## config.mk

```make
export PLATFORM = sky130hd
export DESIGN_NAME = serial_input
export DESIGN_NICKNAME = d
export VERILOG_FILES = /design/src/rtl/serial_link_pkg.sv /design/src/rtl/sync_edge.sv /design/src/rtl/serial_input.sv
export SDC_FILE = /design/constraint.sdc
export NUM_CORES = 1
export LEC_CHECK = 0
export CORE_MARGIN = 2
export CORE_UTILIZATION = 55
export CTS_CLUSTER_DIAMETER = 50
export DETAILED_ROUTE_END_ITERATION = 12
export GPL_ROUTABILITY_DRIVEN = 1
export GPL_TIMING_DRIVEN = 0
export PLACE_DENSITY = 0.82
export SYNTH_ARGS = -nofsm -noshare
export SYNTH_HDL_FRONTEND = slang
export SYNTH_SLANG_ARGS = --single-unit
```

## constraint.sdc

```tcl
create_clock -name clk -period 2.27 [get_ports clk]
set_input_delay 0.454 -clock clk [delete_from_list [all_inputs] [get_ports clk]]
set_output_delay 0.454 -clock clk [all_outputs]
set_load 0.1 [all_outputs]
```

## src/rtl/serial_link_pkg.sv

```systemverilog
// Shared definitions for the two-wire position link. The serializer and the
// deserializer both import this so the frame format lives in one place.
package serial_link_pkg;

   // Data bits per frame.
   localparam int unsigned POS_WIDTH = 10;

   // clk cycles without an SCL edge inside a frame before the frame is aborted.
   localparam int unsigned DEFAULT_TIMEOUT = 64;

   // Receive-side frame state.
   typedef enum logic [1:0] {
      StIdle,
      StData,
      StWaitStop
   } rx_state_t;

endpackage

```

## src/rtl/sync_edge.sv

```systemverilog
// Two-flop synchronizer plus one delay flop for an asynchronous, idle-high
// link wire. Rise/fall are decoded from the synchronized and delayed samples.
module sync_edge
   import serial_link_pkg::*;
(
   input  logic clk_i,
   input  logic rst_i,
   input  logic d_i,
   output logic sync_o,
   output logic dly_o,
   output logic rise_o,
   output logic fall_o
);

   logic meta_q;
   logic sync_q;
   logic dly_q;

   // Synchronizer chain; resets to the idle level so no edge appears on reset release.
   always_ff @(posedge clk_i) begin
      if (rst_i) begin
         meta_q <= 1'b1;
         sync_q <= 1'b1;
         dly_q  <= 1'b1;
      end else begin
         meta_q <= d_i;
         sync_q <= meta_q;
         dly_q  <= sync_q;
      end
   end

   // Edge decode from the synchronized sample and its one-cycle-old copy.
   always_comb begin
      sync_o = sync_q;
      dly_o  = dly_q;
      rise_o = sync_q & ~dly_q;
      fall_o = ~sync_q & dly_q;
   end

endmodule

```

## src/rtl/serial_input.sv

```systemverilog
// Receive-side deserializer for the two-wire position link. Detects start/stop
// framing on the oversampled SCL/SDA pair, shifts in an MSB-first word and
// presents it as a registered Position with a one-cycle valid strobe.
module serial_input
   import serial_link_pkg::*;
#(
   parameter int unsigned WIDTH   = POS_WIDTH,
   parameter int unsigned TIMEOUT = DEFAULT_TIMEOUT
) (
   input  logic             clk,
   input  logic             reset,
   input  logic             SCL,
   input  logic             SDA,
   output logic [WIDTH-1:0] Position,
   output logic             valid,
   output logic             frame_err,
   output logic             busy
);

   localparam int unsigned CntW = $clog2(WIDTH + 1);
   localparam int unsigned ToW  = $clog2(TIMEOUT);

   localparam logic [CntW-1:0] LastBit = CntW'(WIDTH - 1);
   localparam logic [ToW-1:0]  ToMax   = ToW'(TIMEOUT - 1);

   // Conditioned link signals.
   logic scl_s, scl_dly, scl_rise, scl_fall;
   logic sda_s, sda_dly, sda_rise, sda_fall;
   logic unused_sda_dly;

   // Decoded link events.
   logic scl_high;
   logic start_ev;
   logic stop_ev;
   logic timeout_hit;

   // State and datapath.
   rx_state_t        state_q, state_d;
   logic [WIDTH-1:0] shift_q, shift_d;
   logic [CntW-1:0]  bitcnt_q, bitcnt_d;
   logic [ToW-1:0]   to_q, to_d;
   logic             armed_q, armed_d;
   logic [WIDTH-1:0] pos_q, pos_d;
   logic             valid_q, valid_d;
   logic             err_q, err_d;

   sync_edge u_sync_scl (
      .clk_i  (clk),
      .rst_i  (reset),
      .d_i    (SCL),
      .sync_o (scl_s),
      .dly_o  (scl_dly),
      .rise_o (scl_rise),
      .fall_o (scl_fall)
   );

   sync_edge u_sync_sda (
      .clk_i  (clk),
      .rst_i  (reset),
      .d_i    (SDA),
      .sync_o (sda_s),
      .dly_o  (sda_dly),
      .rise_o (sda_rise),
      .fall_o (sda_fall)
   );

   assign unused_sda_dly = sda_dly;

   // Start/stop need SCL stably high for two samples, so an SDA change that
   // coincides with an SCL rise is always treated as data.
   always_comb begin
      scl_high    = scl_s & scl_dly;
      start_ev    = scl_high & sda_fall;
      stop_ev     = scl_high & sda_rise;
      timeout_hit = (to_q == ToMax);
   end

   // FSM state register.
   always_ff @(posedge clk) begin
      if (reset) begin
         state_q <= StIdle;
      end else begin
         state_q <= state_d;
      end
   end

   // FSM next state, shift/bit-count updates and strobe generation.
   always_comb begin
      state_d  = state_q;
      shift_d  = shift_q;
      bitcnt_d = bitcnt_q;
      armed_d  = armed_q;
      pos_d    = pos_q;
      valid_d  = 1'b0;
      err_d    = 1'b0;

      unique case (state_q)
         StIdle: begin
            if (start_ev) begin
               state_d  = StData;
               shift_d  = '0;
               bitcnt_d = '0;
               armed_d  = 1'b0;
            end
         end

         StData: begin
            if (start_ev) begin
               // Repeated start: abort and resync on the new frame at once.
               err_d    = 1'b1;
               shift_d  = '0;
               bitcnt_d = '0;
            end else if (stop_ev) begin
               err_d   = 1'b1;
               state_d = StIdle;
            end else if (scl_rise) begin
               shift_d  = {shift_q[WIDTH-2:0], sda_s};
               bitcnt_d = bitcnt_q + 1'b1;
               if (bitcnt_q == LastBit) begin
                  state_d = StWaitStop;
                  armed_d = 1'b0;
               end
            end else if (timeout_hit) begin
               err_d   = 1'b1;
               state_d = StIdle;
            end
         end

         StWaitStop: begin
            if (start_ev) begin
               err_d    = 1'b1;
               state_d  = StData;
               shift_d  = '0;
               bitcnt_d = '0;
            end else if (stop_ev) begin
               pos_d   = shift_q;
               valid_d = 1'b1;
               state_d = StIdle;
            end else if (scl_rise) begin
               // The first rise here is the clock that sets up the stop; a
               // second one means the sender clocked an extra data bit.
               if (armed_q) begin
                  err_d   = 1'b1;
                  state_d = StIdle;
               end else begin
                  armed_d = 1'b1;
               end
            end else if (timeout_hit) begin
               err_d   = 1'b1;
               state_d = StIdle;
            end
         end

         default: begin
            state_d = StIdle;
         end
      endcase
   end

   // Timeout counter: restarts on any SCL edge or new frame, saturates at the limit.
   always_comb begin
      to_d = to_q;
      if (state_q == StIdle || scl_rise || scl_fall || start_ev) begin
         to_d = '0;
      end else if (!timeout_hit) begin
         to_d = to_q + 1'b1;
      end
   end

   // Datapath and output registers.
   always_ff @(posedge clk) begin
      if (reset) begin
         shift_q  <= '0;
         bitcnt_q <= '0;
         to_q     <= '0;
         armed_q  <= 1'b0;
         pos_q    <= '0;
         valid_q  <= 1'b0;
         err_q    <= 1'b0;
      end else begin
         shift_q  <= shift_d;
         bitcnt_q <= bitcnt_d;
         to_q     <= to_d;
         armed_q  <= armed_d;
         pos_q    <= pos_d;
         valid_q  <= valid_d;
         err_q    <= err_d;
      end
   end

   // Outputs: busy follows the registered state, strobes are registered.
   always_comb begin
      busy      = (state_q != StIdle);
      Position  = pos_q;
      valid     = valid_q;
      frame_err = err_q;
   end

endmodule

```

After elaboration in Yosys (flattened, before gate mapping)
Index checks and enable logic that the tools add are counted.

cells by class
  shift operators = 0
  equality and inequality tests = 17
  bitwise logic cells = 13
  multiplexer cells = 40
  div/mod/pow operators = 0
  order comparisons = 0
  reduce and logical (&&, ||, !) cells = 14
  multiply operators = 0
  add/subtract/negate cells = 2

operator list
  cell                 number
  $mux 10              4
  $mux 2               10
  $pmux 10 s2          1
  $mux 1               17
  $mux 4               4
  $ne 2x2->1 const B   8
  $reduce_and 9->1     1
  $pmux 4 s2           1
  $reduce_and 4->1     2
  $and 1x1->1          7
  $add 6x1->6 const B  1
  $eq 6x6->1 const B   1
  $ne 3x3->1 const B   2
  $not 1->1            6
  $pmux 2 s3           1
  $ne 5x5->1 const B   1
  $add 4x1->4 const B  1
  $eq 4x4->1 const B   1
  $ne 4x4->1 const B   1
  $reduce_bool 2->1    2
  $reduce_or 2->1      2
  $logic_or 1x1->1     3
  $pmux 1 s3           1
  $reduce_and 3->1     1
  7 further kinds      7

storage, ports and cells
  memories kept = 0
  logic and storage cells = 100
  bits in writable memories = 0
  bits in read-only memories = 0
  register bits = 41
  output and inout port bits = 13
  bits of input ports = 4
  latch bits = 0

Logic depth before layout (Yosys ltp)
Gate-level depths: netlist of run 1.

  depth after elaboration = 6
  gate-level depth with buffers = 8

Cells and area by module
A second synthesis of run 1 with hierarchy kept.

unflattened totals
  cells, all modules = 165
  area total of the unflattened synthesis = 1666.6 um2

by module, submodules not included
  module        cells an instance  area an instance (um2)  times used
  serial_input  149                1481.4                  1
  sync_edge     8                  92.6                    2

Worst setup path after synthesis of run 1
No wires, ideal clock.

  path kind = reg2reg
  start point = register state_q[0]
  end point = register state_q[1]
  slack = 0.203 ns
  cell stages (with the launch flop) = 8
  arrival time = 1.982 ns
  buffers on the path = 0
  period minus slack after synthesis = 2.067 ns
  setup time = 0.086 ns
  data required time = 2.184 ns
  path through = dfxtp_1 > inv_2 > ha_1 > inv_1 > nand2_1 > nor4_1 > nor2_1 > a211oi_1

between the ends
  word-level cells in the longest chain between the ends = 3
  elaborated cells between the ends (all ways) = 9
  those cells by class = eq/ne: 6; mux: 1; reduce/logical: 2

RTL lines
  item                                          line                text
  start, declared                               serial_input.sv:38  rx_state_t state_q, state_d;
  start signal, assigned                        serial_input.sv:81  state_q <= StIdle;
  start signal, assigned                        serial_input.sv:83  state_q <= state_d;
  $eq 2x2->1 (tied with other cells)            serial_input.sv:97  unique case (state_q)
  $ne 5x5->1 (no line) (tied with other cells)  --
  $reduce_and 4->1 (no line)                    --

Parallel ways exist; a longest one is shown, timed or not.
A chain may end at the register's enable or synchronous reset.

Final worst setup path of run 1
  start point = register state_q[1]
  end point = output busy

between the ends
  word-level cells in the longest chain between the ends = 1

RTL lines
  item               line                 text
  $reduce_bool 2->1  serial_input.sv:193  busy = (state_q != StIdle);
  end, declared      serial_input.sv:17   output logic busy

Every way passes these cells.

==> results of run 1 <==
-- logic make-up (layout without fill, tap and decap cells) --
family | count (synthesis) | in the layout | share of synthesized area
multiplexers | 1 | 1 | 0.00541
adder cells (fa/ha/maj) | 7 | 7 | 0.0473
AO/OA/AOI/OAI | 47 | 47 | 0.156
AND/OR/NAND/NOR | 109 | 109 | 0.299
XOR/XNOR | 2 | 2 | 0.00946
buffers and inverters | 18 | 40 | 0.0392
flip-flops | 41 | 41 | 0.443
-- path summary, 6_finish.rpt --
| path | from | endpoint | slack, ps | cells after the start |
|---|---|---|---|---|
| max | state_q[1] | busy | 170 | 4 |
| min reg2reg | u_sync_sda.meta_q | u_sync_sda.sync_o | 420 | 1 |
| min | u_sync_sda.meta_q | u_sync_sda.sync_o | 420 | 1 |
| max reg2reg | state_q[0] | bitcnt_q[3] | 200 | 7 |
-- state kept, by name (all words and copies together), names as in the netlist --
name and flops:
u_sync_scl.dly_o 1, bitcnt_q 4, u_sync_scl.meta_q 1, armed_q 1, state_q 2, u_sync_sda.meta_q 1, frame_err 1, shift_q 10
u_sync_scl.sync_o 1, to_q 6, u_sync_sda.dly_o 1, valid 1, u_sync_sda.sync_o 1, Position 10
-- cell usage in the layout, fill, tap and decap left out, drive strengths merged, types with 4 or more instances in the layout --
cell,count
dfxtp,41
nand2,35
a21oi,29
nand3,24
nor2,15
clkbuf,14
dlygate4sd2,11
or2,8
ha,7
o21ai,7
inv,6
buf,4
nor4,4
-- per-layer routing --
metal	wire length, um	up-vias	GRT usage
met3	126	3	0.0497
met1	1730	733	0.283
li1	-	819	-
met2	1680	32	0.315
met5	0	-	0
met4	27	0	0.0669
-- worst max-delay path, stage by stage (launching register included) --
cell and delay, ps:
dfxtp_1 490, inv_1 100, ha_1 270, inv_1 100
clkbuf_4 330
-- area by class of cell --
| class | count | area, um^2 | share of cell area |
|---|---|---|---|
| buffer | 12 | 50.0 | 0.0233 |
| sequential | 41 | 822 | 0.382 |
| multi-input combinational | 166 | 958 | 0.446 |
| clock inverter | 3 | 68.8 | 0.0320 |
| inverter | 5 | 18.8 | 0.00873 |
| clock buffer | 5 | 37.5 | 0.0175 |
| timing repair buffer | 15 | 136 | 0.0634 |
| tap | 46 | 57.6 | 0.0268 |
-- power by group through the flow --
stage          Clock (W)  Sequential (W)  Combinational, W
2_1_floorplan          0        0.000748         0.0000756
3_3_place_gp           0        0.000749         0.0000976
3_5_place_dp           0        0.000749         0.0000993
4_1_cts         0.000603        0.000733         0.0000985
5_1_grt         0.000639        0.000735          0.000109
6_report        0.000596        0.000733         0.0000987
-- metrics by stage --
step	cell area (um^2)	utilization	hold slack, ps
global placement	2060	0.627	391
global route	2150	0.654	443
CTS	2150	0.654	425
floorplan	1850	-	389
finish	2150	0.654	424
detailed placement	2060	0.627	397
==> results_dict.tcl, run 1 <==
set metrics [dict create \
    crit_type "register to output pin" \
    die_h_um 62.0 \
    fin_ws_ps 172 \
    skew_ps 14.6 \
    numCtsBuffers 5 \
    sw_frac_of_total 0.225 \
    p_leak_nw 0.818 \
    yosysUniqueCellTypes 39 \
    synth_warnings 0 \
    status "finished, final reports clean" \
    hp-class "register to register" \
    dp.cells 286 \
    cts_tree "done" \
    clk_latency_ps 360 \
    final_cells 293 \
    power_w 0.00143 \
    grt_pass1_wl_mm 5.82 \
    internal_power_w 0.00111 \
    syn_to_final_growth_pct 16.1 \
    rsz0062_at_grt "no" \
    tightest_slew_ps 974 \
    pin_count 17 \
    h-tree-depth 2 \
    fin_nets 257 \
    pwr_density_cell_nw_per_um2 664 \
    grt_max_degree 15 \
    clk_pin_slew_ps 120 \
    maxCapViolCount 0 \
    pre_cts_slack_ps -281 \
    syn_inst 225 \
    start_kind "register" \
    p_sw_w 0.000321 \
    fp.dieW_um 62.0 \
    clkPwrFrac 0.417 \
    grt_usage 0.205 \
    first_pass_iters 4 \
    synth.top_cell.area_share 0.443 \
    synth_edf_count 0 \
    max_freq_mhz 477 \
    syn_area_per_cell_um2 8.23 \
    yosysSeqAreaShare 0.443 \
    fill_cells 295 \
    ys_top_cells_by_count "41 x dfxtp_1, 34 x nand2_1, 29 x a21oi_1" \
    dp_hpwl_mm 2.62 \
    route.detailed.drc 0 \
    antenna_found_initial 0 \
    n_antenna_cell 0 \
    clock-sinks 41 \
    setup_viol 0 \
    holdBufCountCts 0 \
    end_kind "output pin" \
    drtIter0Drc 128 \
    wire_per_inst_um 12.1 \
    routabilityCongestion 0.824 \
    dieArea_um2 3850 \
    layout-drive-gt1-share 0.109 \
    drtAntennaViolNets 0 \
    vias 1587 \
    viasPerCell 5.42 \
    syn_nets 236 \
    worstPathRequired_ps 1820 \
    syn_area_um2 1850 \
    wl_mm 3.56 \
    synth_most_common_cell "dfxtp_1" \
    cp_max_fo 6 \
    yosys_register_bits 41 \
    cts_setup_buffers 0 \
    maxSlewViolCount 0 \
    cts_root_buf "clkbuf_4" \
    p_comb_frac 0.069 \
    grt_pass1_vias 1348 \
    ys.flop_type "dfxtp_1" \
    slew_headroom 0.349 \
    vdd_drop_max_mv 0.573 \
    arrival_ps 1640 \
    ys_async_sr_fraction 0 \
    synth_top_area_cell "dfxtp_1" \
    core_area_um2 3280 \
    hold_viol 0 \
    fin_setup_tns_ps 0 \
    post-route-min-period_ps 2100 \
    pwr-share-seq 0.513 \
    netlist_top_cells_area "dfxtp_1 44%, a21oi_1 7.8%, nand2_1 6.9%" \
    grt.overflow.total 0 \
    port_buffers 15 \
    clock_path_buffers 2 \
    period_share 0.924 \
    start_util 0.564 \
    num_rows 21 \
    cts-resized-gates 16 \
]
No activity file was read; power rests on OpenSTA's default activity.
==> inputs of run 2 (changes only) <==
Settings changed: ABC_AREA from default to 1, SLEW_MARGIN from default to 20.
Clock period 2.27 ns to 2.1 ns, I/O delays scaled along.
==> results_dict.tcl, run 2 <==
set metrics [dict create \
    maxCapViolCount 0 \
    hold_viol 0 \
    worstPathRequired_ps 1680 \
    dp_hpwl_mm 2.50 \
    pwr_density_cell_nw_per_um2 889 \
    syn_nets 260 \
    hold_ws_ps 242 \
    syn_inst 249 \
    clock_path_buffers 2 \
    ys_top_cells_by_count "58 x nand2_1, 41 x dfxtp_1, 35 x nor2_1" \
    holdBufCountCts 0 \
    die_h_um 61.9 \
    drtAntennaViolNets 0 \
    fin_setup_tns_ps 0 \
    cts_setup_buffers 0 \
    hold_start "reset" \
    cp_max_fo 2 \
    routabilityCongestion 0.808 \
    hold_path_depth 2 \
    cp.depth 1 \
    p_comb_frac 0.229 \
    numCtsBuffers 5 \
    dieArea_um2 3840 \
    final_util 0.649 \
    cp_top_family "buffers and inverters" \
    clk_latency_ps 360 \
    skew_ps 18.4 \
    p_leak_nw 0.926 \
    antenna_found_initial 0 \
    core_area_um2 3280 \
    fin_ws_ps 102 \
    synth_warnings 0 \
    viasPerCell 5.07 \
    syn_area_um2 1850 \
    reg2reg_depth 10 \
    drtIter0Drc 132 \
    synth_edf_count 0 \
    pre_cts_slack_ps -352 \
    arrival_ps 1580 \
    pwr-share-seq 0.484 \
    start_util 0.562 \
    clk_pin_slew_ps 130 \
    grt_max_degree 14 \
    critPathMaxStageDelay_ps 860 \
    setup_viol 0 \
    grt_usage 0.195 \
    vias 1613 \
    period_share 0.951 \
    cts_root_buf "clkbuf_4" \
    grt.overflow.total 0 \
    tightest_slew_ps 972 \
    synth_most_common_cell "nand2_1" \
    ys.flop_type "dfxtp_1" \
    num_rows 21 \
    pin_count 17 \
    synth.top_cell.area_share 0.444 \
    port_buffers 15 \
    final_common_cell "nand2_1" \
    yosysSeqAreaShare 0.444 \
    maxSlewViolCount 0 \
    yosys_register_bits 41 \
    layout_common_cells "58 x nand2_1, 40 x dfxtp_1, 35 x nor2_1, 20 x nand3_1, 18 x a21oi_1" \
    yosysUniqueCellTypes 27 \
    sw_frac_of_total 0.318 \
    p_sw_w 0.000603 \
    synth_top_area_cell "dfxtp_1" \
    first_pass_iters 4 \
    fp.dieW_um 61.9 \
    clkPwrFrac 0.287 \
    r2r_setup_slack_ps 310 \
    worstSetupStartpoint "Position[0]" \
    reg2reg_from "state_q[0]" \
    layout-drive-gt1-share 0.114 \
    max_freq_mhz 501 \
    netlist_top_cells_area "dfxtp_1 44%, nand2_1 12%, nor2_1 7.1%" \
    status "finished, final reports clean" \
    grt_pass1_wl_mm 5.54 \
    cts-resized-gates 18 \
    internal_power_w 0.00129 \
    post-route-min-period_ps 2000 \
    cts_tree "done" \
    vdd_drop_max_mv 0.408 \
    slew_headroom 0.354 \
    h-tree-depth 2 \
    end_kind "output pin" \
    clock-sinks 41 \
    grt_pass1_vias 1294 \
    crit_chain "dlygate4sd2_1" \
    syn_area_per_cell_um2 7.42 \
    n_antenna_cell 0 \
    wire_per_inst_um 11.1 \
    rsz0062_at_grt "no" \
    crit_type "register to output pin" \
    syn_to_final_growth_pct 15.4 \
    hp-class "primary input to register" \
    fin_nets 282 \
    slowest_stage "dlygate4sd2_1" \
    route.detailed.drc 0 \
    path_buf_inv 1 \
    start_kind "register" \
    wl_mm 3.52 \
    ys_async_sr_fraction 0 \
]
==> run 2: cell types whose count changed in the layout (fill, tap and decap cells not counted), moves of 8 or more <==
cell,delta
inv_1,+10
a21oi_1,-11
nor2_1,+20
o21ai_1,+8
nand2_1,+24
==> run 2: cell type report <==
class / count / area [um^2]
Sequential cell: 41 / 822
Inverter: 20 / 77.6
Clock inverter: 2 / 37.5
Tap cell: 46 / 57.6
Multi-Input combinational cell: 179 / 887
Clock buffer: 6 / 51.3
Buffer: 9 / 61.3
Fill cell: 298 / 1150
Timing Repair Buffer: 15 / 136
==> run 2: power by group through the flow <==
| stage | Clock, W | Sequential (W) | Combinational [W] |
|---|---|---|---|
| finish | 0.000543 | 0.000917 | 0.000434 |
| global route | 0.000582 | 0.000929 | 0.000491 |
| CTS | 0.000551 | 0.000914 | 0.000424 |
| detailed placement | 0 | 0.000931 | 0.000424 |
| global placement | 0 | 0.000929 | 0.000416 |
| floorplan | 0 | 0.000919 | 0.000347 |
==> run 2: path summary, 6_finish.rpt <==
check / end
setup / recovery: Position[0]
hold / removal: Position[7]
setup reg to reg: shift_q[4]
hold reg to reg: u_sync_scl.sync_o
==> run 2: cell families after synthesis <==
kind of cell / Yosys count / synth area share
xor+xnor: 3 / 0.0142
compound gates: 38 / 0.108
flops: 41 / 0.444
fa+ha+maj: 7 / 0.0474
buf+inv: 29 / 0.0752
simple gates: 131 / 0.311
==> run 2: per-layer routing <==
metal	GRT usage	part of all wire
met1	0.279	0.51
met2	0.275	0.43
met3	0.0621	0.042
met4	0.0669	0.016
met5	0	0
==> run 2: through the flow <==
stage / cells / instance area [um^2] / total power (W)
detailed placement: 310 / 2050 / 0.00136
finish: 318 / 2130 / 0.00189
global placement: 310 / 2050 / 0.00134
floorplan: 249 / 1850 / 0.00127
CTS: 318 / 2130 / 0.00189
global route: 318 / 2130 / 0.00200
==> inputs of run 3 (changes only) <==
Settings changed: CORE_UTILIZATION 55 to 56, PLACE_DENSITY 0.82 to 0.83.
==> results_dict.tcl, run 3 (same netlist as run 2, synthesis figures left out) <==
set metrics [dict create \
    status "finished, final reports clean" \
    hold_path_depth 2 \
    holdBufCountCts 0 \
    skew_ps 13.2 \
    crit_type "register to output pin" \
    maxCapViolCount 0 \
    clk_latency_ps 350 \
    grt_pass1_wl_mm 6.01 \
    worstPathRequired_ps 1680 \
    grt_usage 0.213 \
    fin_nets 282 \
    fin_setup_tns_ps 0 \
    max_freq_mhz 500 \
    port_buffers 15 \
    num_rows 20 \
    start_util 0.595 \
    viasPerCell 5.07 \
    cts_tree "done" \
    slew_headroom 0.361 \
    die_h_um 61.4 \
    final_area_um2 2090 \
    vias 1602 \
    cts_root_buf "clkbuf_4" \
    grt.overflow.total 0 \
    dieArea_um2 3770 \
    dp_hpwl_mm 2.50 \
    reg2reg_from "state_q[0]" \
    fp.dieW_um 61.4 \
    dp.cells 308 \
    n_antenna_cell 0 \
    pre_cts_slack_ps -329 \
    post-route-min-period_ps 2000 \
    setup_viol 0 \
    final_cells 316 \
    numCtsBuffers 5 \
    end_kind "output pin" \
    syn_to_final_growth_pct 12.9 \
    cp_max_fo 6 \
    period_share 0.952 \
    vdd_drop_max_mv 0.554 \
    final_common_cell "nand2_1" \
    first_pass_iters 4 \
    start_kind "register" \
    worstSetupStartpoint "state_q[0]" \
    drtAntennaViolNets 0 \
    r2r_setup_slack_ps 240 \
    cts_setup_buffers 0 \
    wl_mm 3.40 \
    clk_pin_slew_ps 120 \
    routabilityCongestion 0.890 \
    antenna_found_initial 0 \
    pin_count 17 \
    grt_pass1_vias 1384 \
    fin_ws_ps 101 \
    tightest_slew_ps 962 \
    reg2reg_depth 10 \
    route.detailed.drc 0 \
    maxSlewViolCount 0 \
    hold_viol 0 \
    layout-drive-gt1-share 0.107 \
    worstReg2RegEnd "shift_q[3]" \
    layout_common_cells "58 x nand2_1, 41 x dfxtp_1, 35 x nor2_1, 20 x nand3_1, 18 x a21oi_1" \
    pwr_density_cell_nw_per_um2 817 \
    drtIter0Drc 65 \
    cp-endpoint "busy" \
    fill_cells 283 \
    clock-sinks 41 \
    h-tree-depth 2 \
    hp-class "primary input to register" \
    post_dp_cell_area_um2 2050 \
    p_leak_nw 0.913 \
    clock_path_buffers 2 \
    core_area_um2 3100 \
    rsz0062_at_grt "no" \
    grt_max_degree 13 \
    wire_per_inst_um 10.7 \
    arrival_ps 1580 \
]
-- run 3: cell count changes in the layout (fill, tap and decap cells not counted) --
| cell | change |
|---|---|
| clkbuf_8 | -1 |
| dfxtp_2 | -1 |
| dfxtp_1 | +1 |
| buf_4 | +1 |
| buf_6 | -1 |
| bufinv_16 | -1 |
| clkbuf_1 | +1 |
| clkinv_2 | +2 |
| clkinvlp_4 | -1 |
-- run 3: power breakdown --
part           switching (W)  internal [W]  leakage [nW]  total (W)
sequential         0.0000617      0.000851         0.334   0.000913
combinational       0.000271      0.000153         0.547   0.000424
clock               0.000240      0.000128        0.0320   0.000368
total               0.000574       0.00113         0.913    0.00170
-- run 3: layout make-up --
type                       count  area (um^2)  area share
multi-input combinational    179          887       0.425
timing repair buffer          15          133      0.0636
clock inverter                 2         10.0     0.00480
sequential                    41          821       0.394
clock buffer                   6         41.3      0.0198
inverter                      20         77.6      0.0372
tap                           44         55.1      0.0264
buffer                         9         61.3      0.0294
-- run 3: timing repair --
| item | in CTS | in global routing |
|---|---|---|
| hold endpoints to repair | 0 | 0 |
| resized for setup | 18 | 0 |
| endpoints found under the setup margin | 13 | 0 |
-- run 3: through the flow --
step / utilization / total power [W] / hold WS, ps
global placement: 0.661 / 0.00134 / 391
detailed placement: 0.661 / 0.00135 / 403
finish: 0.672 / 0.00170 / 257
CTS: 0.672 / 0.00172 / 252
floorplan: - / 0.00127 / 389
global route: 0.672 / 0.00182 / 247
-- run 3: critical path: stages (launching register included) --
cell,delay (ps)
dfxtp_1,470
inv_1,110
ha_1,250
inv_1,100
buf_4,290
-- run 3: worst min-delay path by stage --
stage,slack (ps),from,to
6_report,260,reset,Position[7]
5_1_grt,250,reset,Position[7]
3_3_place_gp,390,u_sync_scl.meta_q,u_sync_scl.sync_o
4_1_cts,250,reset,Position[7]
2_1_floorplan,390,u_sync_scl.meta_q,u_sync_scl.sync_o
3_5_place_dp,400,u_sync_scl.meta_q,u_sync_scl.sync_o
-- run 3: layer usage --
metal / vias to the layer above / track usage / share of wire
met5: - / 0 / 0
met4: 0 / 0.0547 / 0.0091
met3: 4 / 0.0567 / 0.043
met2: 25 / 0.343 / 0.47
met1: 728 / 0.287 / 0.48
li1: 845 / - / -
